--- src/rtl/nfc_ahb_slave.sv ---
// -----------------------------------------------------------------------------
// nfc_ahb_slave
// AHB-Lite slave front-end for the NAND flash controller. Owns the controller's
// configuration register file. It inserts WAIT_CYCLES wait states per OKAY data
// phase, performs byte/halfword/word(/doubleword) lane writes and answers illegal
// accesses with the two-cycle ERROR response.
//
// Optional feature macro: NFC_AHB_FAULT_INJ_EN
//   When it is defined, fault_injection=1 at acceptance forces an ERROR response.
//   When it is undefined, fault_injection is ignored.
//
// Parameters: DATA_W (32|64), ADDR_W, NUM_REGS (2..64), WAIT_CYCLES (0..15)
// Ports:
//   HCLK, HRESET       clock, asynchronous active-low reset
//   HSEL .. HWDATA     AHB-Lite address/control/write-data inputs
//                      (HBURST, HPROT and HMASTLOCK are accepted but unused)
//   HRDATA, HREADYOUT, HRESP   AHB-Lite slave response
//   fault_injection    forces ERROR on the next accepted transfer (when enabled)
//   ctrl_o             contents of register 0
//   sts_i              value returned on reads of read-only register 1
// -----------------------------------------------------------------------------
module nfc_ahb_slave #(
  parameter int DATA_W      = 32,
  parameter int ADDR_W      = 12,
  parameter int NUM_REGS    = 16,
  parameter int WAIT_CYCLES = 0
) (
  input  logic              HCLK,
  input  logic              HRESET,
  input  logic              HSEL,
  input  logic [ADDR_W-1:0] HADDR,
  input  logic              HWRITE,
  input  logic [2:0]        HSIZE,
  input  logic [2:0]        HBURST,
  input  logic [3:0]        HPROT,
  input  logic [1:0]        HTRANS,
  input  logic              HMASTLOCK,
  input  logic              HREADY,
  input  logic [DATA_W-1:0] HWDATA,
  output logic [DATA_W-1:0] HRDATA,
  output logic              HREADYOUT,
  output logic              HRESP,
  input  logic              fault_injection,
  output logic [DATA_W-1:0] ctrl_o,
  input  logic [DATA_W-1:0] sts_i
);

  localparam int NBYTES = DATA_W / 8;
  localparam int LSB    = $clog2(NBYTES);
  localparam int IDX_W  = $clog2(NUM_REGS);
  localparam int IDXF_W = ADDR_W - LSB;
  localparam logic [2:0] MAX_SIZE  = 3'(LSB);
  localparam logic [3:0] WAIT_INIT = 4'(WAIT_CYCLES);

  typedef enum logic [1:0] {S_IDLE, S_WAIT, S_ERR1, S_ERR2} state_t;

  state_t             r_state, w_state_nxt;
  logic [3:0]         r_cnt, w_cnt_nxt;
  logic               r_pend, w_pend_nxt;   // an OKAY data phase is in progress
  logic [IDX_W-1:0]   r_idx;
  logic [LSB-1:0]     r_off;
  logic [2:0]         r_size;
  logic               r_write;
  logic [DATA_W-1:0]  r_regs [NUM_REGS];

  logic [IDXF_W-1:0]  w_idx_full;
  logic [LSB-1:0]     w_off;
  logic               w_misaligned, w_idx_oob, w_wr_ro, w_fault, w_err;
  logic               w_accept, w_done;
  logic [NBYTES-1:0]  w_be;
  logic [DATA_W-1:0]  w_rd_val;

`ifdef NFC_AHB_FAULT_INJ_EN
  assign w_fault = fault_injection;
  logic w_unused;
  assign w_unused = ^{HBURST, HPROT, HMASTLOCK, HTRANS[0]};
`else
  assign w_fault = 1'b0;
  logic w_unused;
  assign w_unused = ^{HBURST, HPROT, HMASTLOCK, HTRANS[0], fault_injection};
`endif

  // Address-phase decode.
  assign w_idx_full   = HADDR[ADDR_W-1:LSB];
  assign w_off        = HADDR[LSB-1:0];
  assign w_misaligned = |(8'(w_off) & ((8'd1 << HSIZE) - 8'd1));
  assign w_idx_oob    = 32'(w_idx_full) >= 32'(NUM_REGS);
  assign w_wr_ro      = HWRITE && (w_idx_full == IDXF_W'(1));
  assign w_err        = (HSIZE > MAX_SIZE) | w_misaligned | w_idx_oob | w_wr_ro | w_fault;

  // HREADYOUT gates acceptance so that no address is taken during a wait or ERR1.
  assign HREADYOUT = !((r_state == S_WAIT && r_cnt != 4'd0) || r_state == S_ERR1);
  assign HRESP     = (r_state == S_ERR1) || (r_state == S_ERR2);
  assign w_accept  = HSEL & HREADY & HTRANS[1] & HREADYOUT;
  assign w_done    = r_pend && (r_state == S_IDLE || (r_state == S_WAIT && r_cnt == 4'd0));

  // NOTE: every variable driven here gets a default first, so no path leaves
  // it unassigned and no latch is inferred.
  always_comb begin
    w_state_nxt = r_state;
    w_cnt_nxt   = r_cnt;
    w_pend_nxt  = r_pend;
    if (r_state == S_ERR1) begin
      w_state_nxt = S_ERR2;
    end else if (!HREADYOUT) begin
      w_cnt_nxt = r_cnt - 4'd1;
    end else if (w_accept) begin
      if (w_err) begin
        w_state_nxt = S_ERR1;
        w_pend_nxt  = 1'b0;
      end else if (WAIT_INIT != 4'd0) begin
        w_state_nxt = S_WAIT;
        w_cnt_nxt   = WAIT_INIT;
        w_pend_nxt  = 1'b1;
      end else begin
        w_state_nxt = S_IDLE;
        w_pend_nxt  = 1'b1;
      end
    end else begin
      w_state_nxt = S_IDLE;
      w_pend_nxt  = 1'b0;
    end
  end

  // NOTE: sequential state uses non-blocking assignments so every register
  // samples pre-edge values regardless of block ordering.
  always_ff @(posedge HCLK or negedge HRESET) begin
    if (!HRESET) begin
      r_state <= S_IDLE;
      r_cnt   <= 4'd0;
      r_pend  <= 1'b0;
    end else begin
      r_state <= w_state_nxt;
      r_cnt   <= w_cnt_nxt;
      r_pend  <= w_pend_nxt;
    end
  end

  always_ff @(posedge HCLK or negedge HRESET) begin
    if (!HRESET) begin
      r_idx   <= '0;
      r_off   <= '0;
      r_size  <= 3'd0;
      r_write <= 1'b0;
    end else if (w_accept) begin
      r_idx   <= w_idx_full[IDX_W-1:0];
      r_off   <= w_off;
      r_size  <= HSIZE;
      r_write <= HWRITE;
    end
  end

  // Byte lanes covered by the latched size and offset.
  always_comb begin
    w_be = '0;
    for (int b = 0; b < NBYTES; b++)
      w_be[b] = (b >= int'(r_off)) && (b < int'(r_off) + (1 << r_size));
  end

  // NOTE: the register file is small and software-visible, so it is reset
  // explicitly; large storage arrays would normally be left unreset.
  always_ff @(posedge HCLK or negedge HRESET) begin
    if (!HRESET) begin
      for (int i = 0; i < NUM_REGS; i++) r_regs[i] <= '0;
    end else if (w_done && r_write) begin
      for (int b = 0; b < NBYTES; b++)
        if (w_be[b]) r_regs[r_idx][8*b +: 8] <= HWDATA[8*b +: 8];
    end
  end

  assign w_rd_val = (r_idx == IDX_W'(1)) ? sts_i : r_regs[r_idx];
  assign HRDATA   = (w_done && !r_write) ? w_rd_val : '0;
  assign ctrl_o   = r_regs[0];

endmodule
--- config.mk ---
export PLATFORM = sky130hd
export DESIGN_NAME = nfc_ahb_slave
export DESIGN_NICKNAME = d
export VERILOG_FILES = /design/src/rtl/nfc_ahb_slave.sv
export SDC_FILE = /design/constraint.sdc
export NUM_CORES = 1
export LEC_CHECK = 0
export CORE_UTILIZATION = 60
export DETAILED_ROUTE_END_ITERATION = 12
export HOLD_SLACK_MARGIN = 0.03
export PLACE_DENSITY = 0.88
export SETUP_SLACK_MARGIN = 0.05
export SLEW_MARGIN = 25
export SYNTH_ARGS = -nofsm -noshare
export SYNTH_HDL_FRONTEND = slang
export SYNTH_SLANG_ARGS = --single-unit
--- constraint.sdc ---
create_clock -name HCLK -period 7.8 [get_ports HCLK]
set_input_delay 0.78 -clock HCLK [delete_from_list [all_inputs] [get_ports HCLK]]
set_output_delay 0.78 -clock HCLK [all_outputs]
set_load 0.01 [all_outputs]
==> results_dict.tcl, run 1 <==
set metrics [dict create \
    outcome "complete, no violations" \
    ir_drop_uv 249.0 \
    antenna_found_initial 0 \
    final_hold_viol_count 0 \
    powerDensity_nw_per_um2 264.3 \
    mostFrequentLayoutCells "535 x mux2_2, 527 x dfrtp_1, 149 x clkdlybuf4s50_1, 127 x mux4_2, 55 x clkbuf_16" \
    ys_types 60 \
    antenna_cells 0 \
    instances_no_fill 2269 \
    start_util_pct 61.33 \
    layout-drive-gt1-share_pct 50.23 \
    min_path_type "in -> async" \
    cts-root-buf "clkbuf_16" \
    leakage_nw 12.26 \
    die_w_um 209.8 \
    boundaryPins 161 \
    drt_iter0_markers 1208 \
    critPathMaxFanout 41 \
    setup-violations-final 0 \
    dr.pass1.iters 4 \
    wl_per_cell_um 26.24 \
    min_period_ns 5.242 \
    via_per_inst 6.527 \
    htree_num_levels 2 \
    final_area_um2 29300 \
    crit_type "reg -> out" \
    routed_wl_mm 59.54 \
    syn-instance-count 1607 \
    core_um2 42230 \
    rsz0062_at_grt "false" \
    gp_congestion 0.7955 \
    hold_buffers 0 \
    worstPathArrival_ns 4.46 \
    synth_fp_nets 1706 \
    r2r_cells 5 \
    synth_area_um2 25900 \
    numPortBuffers 150 \
    maxCapViolCount 0 \
    hpwlAfterDp_mm 35.15 \
    yosys_register_bits 529 \
    vias 14810 \
    slew_viol_final 0 \
    insertion_delay_ns 0.61 \
    clockBufferDepth 3 \
    synth-edff-count 0 \
    antenna_left 0 \
    fmax_mhz 190.8 \
    grt_overflow 0 \
    final_nets 1785 \
    cts_setup_buffers 0 \
    slew_headroom_pct 31.50 \
    drc 0 \
    die_h_um 209.8 \
    numCtsBuffers 53 \
    cp-start-kind "register" \
    cp_cell_sequence "or4b_2 -> a2111oi_4 -> buf_4 -> nand2_1 -> o211ai_1 -> clkdlybuf4s50_1" \
    grt_start_max_net_pins 162 \
    final_common_cell "mux2_2" \
    grt_first_pass_wirelength_mm 94.13 \
    row_count 75 \
    die_area_um2 44000 \
    synth-seq-area-share_pct 51.12 \
    fin_worst_skew_ns 0.01742 \
    post-route-period-util_pct 67.21 \
    max_stage_delay_ns 0.97 \
    fillCellCount 2589 \
    cts_resized 0 \
    required_ns 7.02 \
    yosysWarningCount 0 \
    syn_area_per_cell_um2 16.12 \
    synthFlopType "dfrtp_1" \
    dpl.cell_count 2170 \
    finalSetupTns_ns 0 \
    synthToLayoutAreaGrowth_pct 13.15 \
    tightest_slew_ns 1.026 \
    cts_tree "done" \
    post_dp_cell_area_um2 27470 \
    cp-end-kind "output port" \
    grt_util_all_layers_pct 28.25 \
    clkTransAtPathRegs_ns 0.06 \
    grt_pass1_vias 16070 \
    async_flop_share_pct 100.0 \
    crit_slowest_cell "dfrtp_4" \
    cts.sinks 529 \
]
## area by class of cell
cell class / count / area, µm² / area share [%]
clock buffer: 84 / 1665 / 5.683
clock inverter: 15 / 157.7 / 0.5380
inverter: 12 / 46.29 / 0.1580
multi-input combinational: 923 / 11830 / 40.36
sequential: 529 / 13250 / 45.20
tap: 539 / 674.4 / 2.302
timing repair buffer: 167 / 1687 / 5.756
## metal layers
layer,GRT usage (%),vias to the layer above,share of wire [%]
li1,-,6274,-
met2,46.02,452,49
met4,8.960,0,2.9
met1,38.08,7993,42
met3,6.285,91,6.4
met5,0,-,0
## Yosys cell counts, drive strengths merged (2+ instances only)
cell,n,area (µm²)
nand2,9,36.29
o211ai,2,15.01
mux2,553,6287
a221o,30,300.3
mux2i,34,340.3
nor3b,2,15.01
dfrtp,529,13240
a21oi,4,35.04
xnor2,3,26.28
and4,2,17.52
nor2,45,176.4
nor4,4,55.05
nand3,3,15.01
mux4,127,2860
ha,3,37.54
buf,97,659.4
inv,12,45.05
nor2b,8,50.05
nand2b,7,43.79
o2111ai,34,830.8
clkbuf,46,181.4
nand4,15,214.0
o21ai,3,15.01
nor3,18,211.5
## critical path: cells and delay by family, from the launching register on
family	cells	cell delay [ns]
AO/OA/AOI/OAI	2	0.95
AND/OR/NAND/NOR	2	0.82
flip-flops	1	0.97
buffers and inverters	2	1.11
## state kept, by name, summed over array words and instances (netlist names)
register and count:
r_off 2, r_state 2, r_write 1, r_idx 4
r_pend 1, ctrl_o 32, r_size 3, r_cnt 4
r_regs 480
## logic make-up (layout without fill, tap and decap cells)
family / Yosys count / count (layout) / share of synthesized area, %
XOR/XNOR: 3 / 3 / 0.1015
multiplexers: 714 / 714 / 36.64
adder cells (fa/ha/maj): 4 / 4 / 0.2223
AND/OR/NAND/NOR: 120 / 120 / 3.493
buffers and inverters: 155 / 278 / 3.421
flip-flops: 529 / 529 / 51.12
AO/OA/AOI/OAI: 82 / 82 / 5.010
## through the flow
step | util [%] | worst slack, ns | total power, W | hold WS, ns
after global placement | 64.97 | 3.141 | 0.005060 | 0.4687
final | 69.39 | 2.558 | 0.007744 | 0.1962
after CTS | 69.37 | 2.478 | 0.007776 | 0.2189
after floorplan | - | 4.948 | 0.004679 | 0.4594
after global routing | 69.39 | 2.376 | 0.008018 | 0.2579
after detailed placement | 65.05 | 3.128 | 0.005137 | 0.4813
## path summary, 6_finish.rpt
path                                to  slack (ns)   startpoint
setup / recovery            HRDATA[30]        2.56     r_idx[0]
setup reg to reg           r_regs[421]        3.80     r_idx[1]
hold / removal             r_regs[458]        0.20       HRESET
max in group asynchronous   r_regs[97]        5.62       HRESET
min in group HCLK          r_regs[202]        0.49  r_regs[202]
hold reg to reg            r_regs[202]        0.49  r_regs[202]
## report_power, final
group / internal, W / switching [W] / total [W]
combinational: 0.000895 / 0.00113 / 0.00202
sequential: 0.00287 / 0.000216 / 0.00309
clock: 0.00156 / 0.00107 / 0.00263
total: 0.00533 / 0.00242 / 0.00774
(Power assumes the default switching activity.)
==> inputs of run 2 (changes only) <==
==> constraint.sdc (replaced) <==
create_clock -name HCLK -period 5.18 [get_ports HCLK]
set_input_delay 0.518 -clock HCLK [delete_from_list [all_inputs] [get_ports HCLK]]
set_output_delay 0.518 -clock HCLK [all_outputs]
set_load 0.01 [all_outputs]
==> run 2 against run 1 <==
Effect of this change: cell area is 0.43% higher; global-route usage up 0.11 points; via count is 1.2% higher; worst hold slack gained 0.30 ns; flip-flop and latch count stayed put; critical path depth rose by 2; worst setup slack got worse by 1.9 ns; utilization rose by 0.30 points; first-iteration DRC count down 4.9%; sequential share of layout area shrank 0.19 points; critical path type unchanged; highest routed layer is now met5.
==> results_dict.tcl, run 2 (same netlist as run 1, synthesis figures left out) <==
set metrics [dict create \
    outcome "complete, no violations" \
    ir_drop_uv 348.7 \
    layout-drive-gt1-share_pct 50.26 \
    post-route-period-util_pct 88.25 \
    clockBufferDepth 3 \
    dr.pass1.iters 5 \
    cts_tree "done" \
    via_per_inst 6.595 \
    drt_iter0_markers 1149 \
    antenna_left 0 \
    cts_resized 0 \
    antenna_cells 0 \
    boundaryPins 161 \
    required_ns 4.66 \
    row_count 75 \
    die_w_um 209.8 \
    swShare_pct 30.87 \
    leakage_nw 12.33 \
    maxCapViolCount 0 \
    insertion_delay_ns 0.60 \
    cp_cell_sequence "inv_1 -> ha_1 -> or3b_1 -> a211oi_1 -> buf_4 -> and2_2 -> a221o_1 -> clkdlybuf4s50_1" \
    largest_register_ffs 480 \
    max_stage_delay_ns 0.84 \
    cts.sinks 529 \
    rsz0062_at_grt "false" \
    grt_util_all_layers_pct 28.36 \
    tightest_slew_ns 1.050 \
    finalSetupTns_ns 0 \
    vias 14980 \
    timing.hold.ws_ns 0.4988 \
    cp_top_family "simple AND/OR/NAND/NOR gates" \
    instances_no_fill 2272 \
    slew_viol_final 0 \
    crit_type "reg -> out" \
    top_register "r_regs" \
    grt_first_pass_wirelength_mm 94.85 \
    cp.buffers_inverters 3 \
    crit_slowest_cell "and2_2" \
    routed_wl_mm 60.33 \
    worstPathArrival_ns 4.05 \
    dpl.cell_count 2175 \
    wl_per_cell_um 26.55 \
    antenna_found_initial 1 \
    grt_pass1_vias 16130 \
    min_period_ns 4.572 \
    min_path_type "reg -> reg" \
    fillCellCount 2591 \
    sequentialPowerShare_pct 39.2 \
    fin_worst_skew_ns 0.01731 \
    critPathMaxFanout 30 \
    grt_start_max_net_pins 128 \
    cts-root-buf "clkbuf_16" \
    gp_congestion 0.7982 \
    powerDensity_nw_per_um2 402.2 \
    cp-end-kind "output port" \
    drc 0 \
    htree_num_levels 2 \
    place_ws_ns 1.309 \
    cp-start-kind "register" \
    setup_slack_ns 0.6084 \
    numPortBuffers 150 \
    power_frac_clock_pct 34.8 \
    numCtsBuffers 52 \
    p_int_w 0.008182 \
    synthToLayoutAreaGrowth_pct 13.63 \
    final_area_um2 29430 \
    die_h_um 209.8 \
    final_hold_viol_count 0 \
    mostFrequentLayoutCells "535 x mux2_2, 527 x dfrtp_1, 149 x clkdlybuf4s50_1, 127 x mux4_2, 53 x clkbuf_16" \
    final_nets 1790 \
    grt_overflow 0 \
    combPwrFrac_pct 26.0 \
    start_util_pct 61.33 \
    slew_headroom_pct 30.02 \
    hpwlAfterDp_mm 36.07 \
    r2r_slack_ns 1.46 \
    final_common_cell "mux2_2" \
    p_switching_w 0.003654 \
    fmax_mhz 218.7 \
    post_dp_cell_area_um2 27530 \
    die_area_um2 44000 \
    core_um2 42230 \
    setup-violations-final 0 \
    clkTransAtPathRegs_ns 0.07 \
]
run 2: changes by cell type in the layout (fill, tap and decap cells not counted), moves of 2 or more:
cell and delta:
bufinv_16 +5, buf_12 +4, buf_4 +4, buf_6 -2
clkbuf_1 -2, clkbuf_16 -2, clkinv_2 -2, nor2b_1 +2
nor2b_2 -2
run 2: metal layers:
layer | global-route usage (%) | part of all wire, % | vias to the layer above
li1 | - | - | 6278
met1 | 39.40 | 42 | 8096
met2 | 45.05 | 48 | 479
met3 | 5.821 | 6.3 | 129
met4 | 9.539 | 3.4 | 2
met5 | 0 | 0.018 | -
run 2: worst reg2reg max path, stage by stage, from the launching register on:
cell,delay (ns)
dfrtp_1,0.51
nor3_1,0.26
ha_1,0.21
inv_1,0.06
fa_1,0.38
nor3_1,0.47
nand4_2,0.67
nand4_2,0.68
mux2_2,0.39
run 2: timing repair:
item / in CTS / in global routing
hold buffers: 1 / 0
setup buffers: 0 / 0
endpoints found under the hold margin: 96 / 0
run 2: final cells by class:
cell class                 count  area [µm²]  area share (%)
sequential                   529       13250           45.01
clock buffer                  79        1594           5.417
inverter                      12       46.29          0.1573
clock inverter                17       289.0          0.9822
tap                          539       674.4           2.292
timing repair buffer         173        1757           5.970
multi-input combinational    923       11820           40.17
run 2: power by group through the flow:
stage                     clock, W  combinational [W]  sequential (W)
final                      0.00412            0.00307         0.00464
after global routing       0.00432            0.00326         0.00466
after CTS                  0.00416            0.00310         0.00463
after detailed placement         0            0.00305         0.00470
after global placement           0            0.00299         0.00468
after floorplan                  0            0.00256         0.00449
run 2: per-stage QoR:
step	utilization, %	total power, W
2_1_floorplan	-	0.007045
3_3_place_gp	65.20	0.007663
3_5_place_dp	65.20	0.007751
4_1_cts	69.69	0.01189
5_1_grt	69.69	0.01224
6_report	69.69	0.01184
run 2: worst paths after layout:
kind / start / to / depth (start not counted)
min in group asynchronous: HRESET / r_regs[395] / 2
setup / recovery: r_cnt[0] / HRDATA[10] / 8
hold reg to reg: r_regs[170] / r_regs[170] / 1
hold / removal: r_regs[170] / r_regs[170] / 1
setup reg to reg: r_size[1] / r_regs[477] / 8
max in group asynchronous: HRESET / r_regs[9] / 3
